`src/rtl/cpu_controller.sv`:
```
`default_nettype none
// ============================================================================
// Module  : cpu_controller
// Brief   : 8-phase instruction sequencer for the accumulator CPU; decodes the
//           opcode into datapath strobes. Optional CTRL_SINGLE_STEP_EN adds a
//           step input that gates the fetch phase.
// Revision: 1.0 - initial release
// ============================================================================
module cpu_controller (
    input  logic       clk,
    input  logic       rst,
    input  logic [2:0] opcode,
    input  logic       zero,
`ifdef CTRL_SINGLE_STEP_EN
    input  logic       step,
`endif
    output logic       sel,
    output logic       rd,
    output logic       ld_ir,
    output logic       inc_pc,
    output logic       ld_pc,
    output logic       ld_ac,
    output logic       wr,
    output logic       data_e,
    output logic       halt,
    output logic [2:0] phase,
    output logic       instr_done
);

    localparam logic [2:0] c_OP_HLT = 3'd0;
    localparam logic [2:0] c_OP_SKZ = 3'd1;
    localparam logic [2:0] c_OP_ADD = 3'd2;
    localparam logic [2:0] c_OP_LDA = 3'd5;
    localparam logic [2:0] c_OP_STO = 3'd6;
    localparam logic [2:0] c_OP_JMP = 3'd7;

    localparam logic [2:0] c_PH0 = 3'd0;
    localparam logic [2:0] c_PH1 = 3'd1;
    localparam logic [2:0] c_PH2 = 3'd2;
    localparam logic [2:0] c_PH3 = 3'd3;
    localparam logic [2:0] c_PH4 = 3'd4;
    localparam logic [2:0] c_PH5 = 3'd5;
    localparam logic [2:0] c_PH6 = 3'd6;
    localparam logic [2:0] c_PH7 = 3'd7;

    logic [2:0] r_phase;
    logic       r_halted;
    logic       w_aluop;
    logic       w_hlt_enter;
    logic       w_advance;

    // ADD, AND, XOR and LDA are contiguous encodings 2..5
    assign w_aluop     = (opcode >= c_OP_ADD) && (opcode <= c_OP_LDA);
    assign w_hlt_enter = (r_phase == c_PH4) && (opcode == c_OP_HLT);

`ifdef CTRL_SINGLE_STEP_EN
    logic r_step_pending;

    assign w_advance = (r_phase != c_PH0) || step || r_step_pending;

    always_ff @(posedge clk) begin
        if (rst) begin
            r_step_pending <= 1'b0;
        end else if ((r_phase == c_PH0) && !r_halted && w_advance) begin
            r_step_pending <= 1'b0;
        end else if (step) begin
            r_step_pending <= 1'b1;
        end
    end
`else
    assign w_advance = 1'b1;
`endif

    always_ff @(posedge clk) begin
        if (rst) begin
            r_phase  <= c_PH0;
            r_halted <= 1'b0;
        end else if (!r_halted) begin
            if (w_hlt_enter) begin
                r_halted <= 1'b1;
            end else if (w_advance) begin
                r_phase <= r_phase + 3'd1;
            end
        end
    end

    assign phase = r_phase;

    always_comb begin
        sel        = 1'b0;
        rd         = 1'b0;
        ld_ir      = 1'b0;
        inc_pc     = 1'b0;
        ld_pc      = 1'b0;
        ld_ac      = 1'b0;
        wr         = 1'b0;
        data_e     = 1'b0;
        halt       = 1'b0;
        instr_done = 1'b0;
        if (r_halted) begin
            halt = 1'b1;
        end else begin
            case (r_phase)
                c_PH0: begin
                    sel = 1'b1;
                end
                c_PH1: begin
                    sel = 1'b1;
                    rd  = 1'b1;
                end
                c_PH2, c_PH3: begin
                    sel   = 1'b1;
                    rd    = 1'b1;
                    ld_ir = 1'b1;
                end
                c_PH4: begin
                    inc_pc = 1'b1;
                    halt   = (opcode == c_OP_HLT);
                end
                c_PH5: begin
                    rd = w_aluop;
                end
                c_PH6: begin
                    // zero only matters here, where SKZ decides to skip
                    rd     = w_aluop;
                    inc_pc = (opcode == c_OP_SKZ) && zero;
                    ld_pc  = (opcode == c_OP_JMP);
                    data_e = (opcode == c_OP_STO);
                end
                c_PH7: begin
                    rd         = w_aluop;
                    ld_ac      = w_aluop;
                    ld_pc      = (opcode == c_OP_JMP);
                    wr         = (opcode == c_OP_STO);
                    data_e     = (opcode == c_OP_STO);
                    instr_done = 1'b1;
                end
                default: begin
                    sel = 1'b0;
                end
            endcase
        end
    end

endmodule
`default_nettype wire

```
`config.mk`:
```
export PLATFORM = sky130hd
export DESIGN_NAME = cpu_controller
export DESIGN_NICKNAME = d
export VERILOG_FILES = /design/src/rtl/cpu_controller.sv
export SDC_FILE = /design/constraint.sdc
export NUM_CORES = 1
export LEC_CHECK = 0
export ABC_AREA = 1
export CORE_AREA = 2 2 39 41
export CTS_CLUSTER_DIAMETER = 80
export CTS_CLUSTER_SIZE = 24
export DETAILED_ROUTE_END_ITERATION = 16
export DIE_AREA = 0 0 41 43
export PLACE_DENSITY = 0.66
export SLEW_MARGIN = 20
export SYNTH_ARGS = -nofsm -noshare
export SYNTH_HDL_FRONTEND = slang
export SYNTH_SLANG_ARGS = --single-unit
```
`constraint.sdc`:
```
create_clock -name clk -period 1.18 [get_ports clk]
set_input_delay 0.236 -clock clk [delete_from_list [all_inputs] [get_ports clk]]
set_output_delay 0.236 -clock clk [all_outputs]
set_load 0.1 [all_outputs]
```
# Yosys cells after proc, flatten, opt, wreduce, memory -nomap -nowiden
# Cells that the tools add are included.
# word_totals
register_bits	4
out_inout_bits	13
# classes
addsub	1
n_lt_le_gt_ge	2
eq_ne	10
muxes	22
bitwise_logic	2
reduce_logical	11
# op_table
op	n
2-to-1 mux 1 bit	20
equality test 3 bit, second input constant	6
equality test 3 x 1 -> 1 bit, second input constant	2
equality test 3 x 2 -> 1 bit, second input constant	2
zero test 3 bit	2
OR reduction 3 bit	2
one-hot mux 1 bit (2 select lines)	2
OR reduction 2 bit	2
OR reduction 4 bit	1
adder 3 x 1 -> 3 bit, second input constant	1
>= comparator 3 x 2 -> 1 bit, second input constant	1
<= comparator 3 bit, second input constant	1
logical AND 1 bit	3
inverter 1 bit	2
AND reduction 2 bit	1

# Longest topological paths before layout
# logic_depth
ltp_word	4
depth_mapped	9
ltp_nobuf	9

# Least setup slack after synthesis
# No wires, ideal clock.
# synth_path
kind	register -> output
from	register r_phase[0] (netlist: phase[0])
to	output port ld_ac
arrival_time_ns	4.482
t_required_ns	0.944
path_slack_ns	-3.538
path_stages_with_launch	5
path_buffers	0
cell_sequence	dfxtp_1 ha_1 ha_1 inv_1 nor4_1
# synth_via
elab_chain_len	3
# synth_lines
element	line	text
start, declared	46	logic [2:0] r_phase;
start signal, assigned	76	r_phase <= c_PH0;
start signal, assigned	82	r_phase <= r_phase + 3'd1;
equality test 3 bit	103	case (r_phase)
2-to-1 mux 1 bit	103	
2-to-1 mux 1 bit	100	if (r_halted) begin
end, declared	22	output logic ld_ac,
# Every way passes these cells.

# Final worst setup path
# layout_path
from	register r_phase[0] (netlist: phase[0])
to	output port inc_pc
# layout_via
elab_chain_len	3
word_cells_on_any_way	4
classes_between	eq/ne: 2; mux: 2
# layout_lines
element	line	text
equality test 3 bit	103	
one-hot mux 1 bit (2 select lines) *	103	
2-to-1 mux 1 bit *	100	
end, declared	20	output logic inc_pc,
# Every way passes the cells marked *; elsewhere a longest branch is shown, timed or not.

==> flow_metrics.env <==
export IMPL_wl_um=1480
export IMPL_synthXorXnorAreaFrac=0
export IMPL_rsz0062_at_grt="true"
export IMPL_synth_warnings=0
export IMPL_muxShareOfSynthArea=0
export IMPL_io_buffers=18
export IMPL_ys_ff_latch=4
export IMPL_viasPerCell=4.51
export IMPL_die_w_um=41
export IMPL_startpoint_type="register"
export IMPL_insertion_delay_ns=0.24
export IMPL_clk_pin_slew_worst_paths_ns=0.04
export IMPL_arrival_ns=1.51
export IMPL_cp_depth=6
export IMPL_nets=124
export IMPL_yosys_cell_count_top_type="nand2_1"
export IMPL_slew_headroom=0.726
export IMPL_worst_slew_pin_slew_ns=0.411
export IMPL_synth_area_leaders="dfxtp_1, ha_1, nand2_1, nor2_1, inv_1"
export IMPL_cap_violations=0
export IMPL_synth_area_per_cell_um2=6.26
export IMPL_r2r_end="phase[0]$_SDFFE_PP0P_"
export IMPL_ys_flop_type="dfxtp_1"
export IMPL_crit_required_ns=0.94
export IMPL_skew_ns=0.00536
export IMPL_hold_violations=0
export IMPL_cts_sinks=4
export IMPL_async_flop_share=0
export IMPL_reg2regPathDepth=11
export IMPL_synth_adder_area_share=0.179
export IMPL_row_count=14
export IMPL_die_area_um2=1760
export IMPL_hpwlAfterDp_um=1140
export IMPL_globalRouteOverflowTotal=0
export IMPL_drt_initial_drc_count=7
export IMPL_grt_pass1_wl_um=2290
export IMPL_track_usage=0.191
export IMPL_coreArea_um2=1380
export IMPL_die_h_um=43
export IMPL_period_needed_ns=1.75
export IMPL_synth_compound_area_share=0.0537
export IMPL_ys_types=16
export IMPL_vdd_drop_max_uv=856
export IMPL_syn_nets=79
export IMPL_synth_top_family_by_area="simple AND/OR/NAND/NOR gates"
export IMPL_violations="setup timing"
export IMPL_synthTopCellsByCount="nand2_1, nor2_1, inv_1"
export IMPL_ant_nets=0
export IMPL_critPathKind="reg2out"
export IMPL_critPathSlowestCell="dfxtp_4"
export IMPL_cts_buffers=3
export IMPL_synth_simple_area_share=0.478
export IMPL_critical_path_max_stage_delay_ns=0.36
export IMPL_cp_max_fo=4
export IMPL_ff2ff_setup_slack_ns=-0.20
export IMPL_timing_rr_start="phase[0]$_SDFFE_PP0P_"
export IMPL_wl_per_cell_um=11.7
export IMPL_syn_instance_count=67
export IMPL_p_leak_nw=0.552
export IMPL_ys_seq_area_frac=0.191
export IMPL_hold_path_class="in2reg"
export IMPL_root_buffer="clkbuf_4"
export IMPL_critPathBufInv=2
export IMPL_gp_congestion=0.714
export IMPL_grt_max_degree=6
export IMPL_first_pass_iters=2
export IMPL_placedInstanceArea_um2=1040
export IMPL_worstPathCellList="inv_2, ha_4, nand2_2, nand3b_1, a21oi_4, buf_12"
export IMPL_p_per_area_nw_per_um2=918
export IMPL_synth_edf_count=0
export IMPL_htreeDepth=1
export IMPL_diodes=0
export IMPL_pin_count=19
export IMPL_final_cell_area_um2=1200
export IMPL_start_util=0.303
export IMPL_post_route_drc_count=0
export IMPL_critPathLaunch="phase[0]$_SDFFE_PP0P_"
export IMPL_fmax_ghz=0.571
export IMPL_fin_crit_sh=1.48
export IMPL_clockBufferDepth=2
export IMPL_grt_pass1_vias=588
export IMPL_syn_area_um2=419
export IMPL_drive_above_1_share=0.685
export IMPL_cts_tree="done"
export IMPL_antenna_found_initial=0
export IMPL_area_delta_synth_final_pct=186
export IMPL_synth_top_area_share=0.191
export IMPL_outcome="complete, but fails checks"
export IMPL_final_setup_worst_slack_ns=-0.570
export IMPL_synth_top_area_cell="dfxtp_1"
export IMPL_cp_top_family="flip-flops"
export IMPL_totalPowerFinal_mw=1.10
export IMPL_vias=573
export IMPL_final_max_slew_violation_count=0
export IMPL_crit_end="inc_pc"
export IMPL_setup_violations_final=15
export IMPL_crit_path_end_kind="output pin"
## worst register-to-register path, cell delays in order, from the launching register on
cell,delay (ns)
dfxtp_4,0.36
inv_2,0.08
buf_4,0.12
ha_4,0.15
nand2_4,0.06
inv_2,0.08
buf_4,0.11
nand2_2,0.05
nand2_4,0.07
nand2_4,0.06
nor2_1,0.09
nor2_1,0.05
## final cells by class
cell class / instances / area (µm²)
multi-input combinational: 52 / 523
timing repair buffer: 40 / 488
fill: 65 / 186
sequential: 4 / 91.3
inverter: 11 / 48.8
clock buffer: 4 / 26.3
tap: 16 / 20.0
## registers in the layout, indices dropped and copies added (netlist names)
| register | cells |
|---|---|
| phase | 3 |
| r_halted | 1 |
## placed cells by master, fill, tap and decap left out, types with 4 or more instances in the layout
master / synthesis / final
inv_1: 8 / 6
inv_2: 3 / 4
buf_12: 0 / 13
nor2_1: 12 / 7
nand3_1: 5 / 4
nand2_1: 13 / 8
ha_4: 0 / 4
nor2_4: 1 / 5
nand2_4: 0 / 5
buf_4: 0 / 20
## power by group
| part | switching, mW | internal, mW | leakage (nW) |
|---|---|---|---|
| clock network | 0.0565 | 0.127 | 0.0150 |
| logic | 0.446 | 0.297 | 0.503 |
| registers | 0.0231 | 0.149 | 0.0348 |
| total | 0.525 | 0.573 | 0.552 |
## routing by layer
metal  vias to the layer above  routed length (µm)  track usage
li1                        299                   -            -
met1                       261                 551        0.215
met2                        13                 889        0.328
met3                         0                  39       0.0471
met4                         0                   0       0.0600
met5                         -                   0            0
## cell families after synthesis
group	after synthesis
AOI/OAI and AO/OA	4
DFF	4
adders and majority gates	6
and+or+nand+nor	42
buffers and inverters	11
## through the flow
| step | utilization | std cells | TNS [ns] | hold WS (ns) | worst slack (ns) |
|---|---|---|---|---|---|
| floorplan | - | 67 | -8.01 | 0.308 | -0.947 |
| global placement | 0.754 | 121 | -5.21 | 0.620 | -0.567 |
| detailed placement | 0.754 | 121 | -5.40 | 0.626 | -0.566 |
| CTS | 0.825 | 127 | -6.04 | 0.553 | -0.583 |
| global route | 0.865 | 127 | -6.87 | 0.601 | -0.643 |
| finish | 0.865 | 127 | -5.97 | 0.554 | -0.570 |
## what timing repair did
item	in CTS	in global routing
pin swaps	7	5
setup endpoints to repair	14	16
buffers inserted	2	0
resized for setup	14	14
hold buffers	0	0
## worst min-delay path by stage
stage	from	to	slack, ns	depth (start not counted)
4_1_cts	rst	r_halted$_SDFF_PP0_	0.55	2
3_3_place_gp	phase[2]$_SDFFE_PP0P_	phase[2]$_SDFFE_PP0P_	0.62	3
5_1_grt	rst	r_halted$_SDFF_PP0_	0.60	2
2_1_floorplan	rst	r_halted$_SDFF_PP0_	0.31	1
6_report	rst	r_halted$_SDFF_PP0_	0.55	2
3_5_place_dp	phase[2]$_SDFFE_PP0P_	phase[2]$_SDFFE_PP0P_	0.63	3
(Power assumes the default switching activity.)
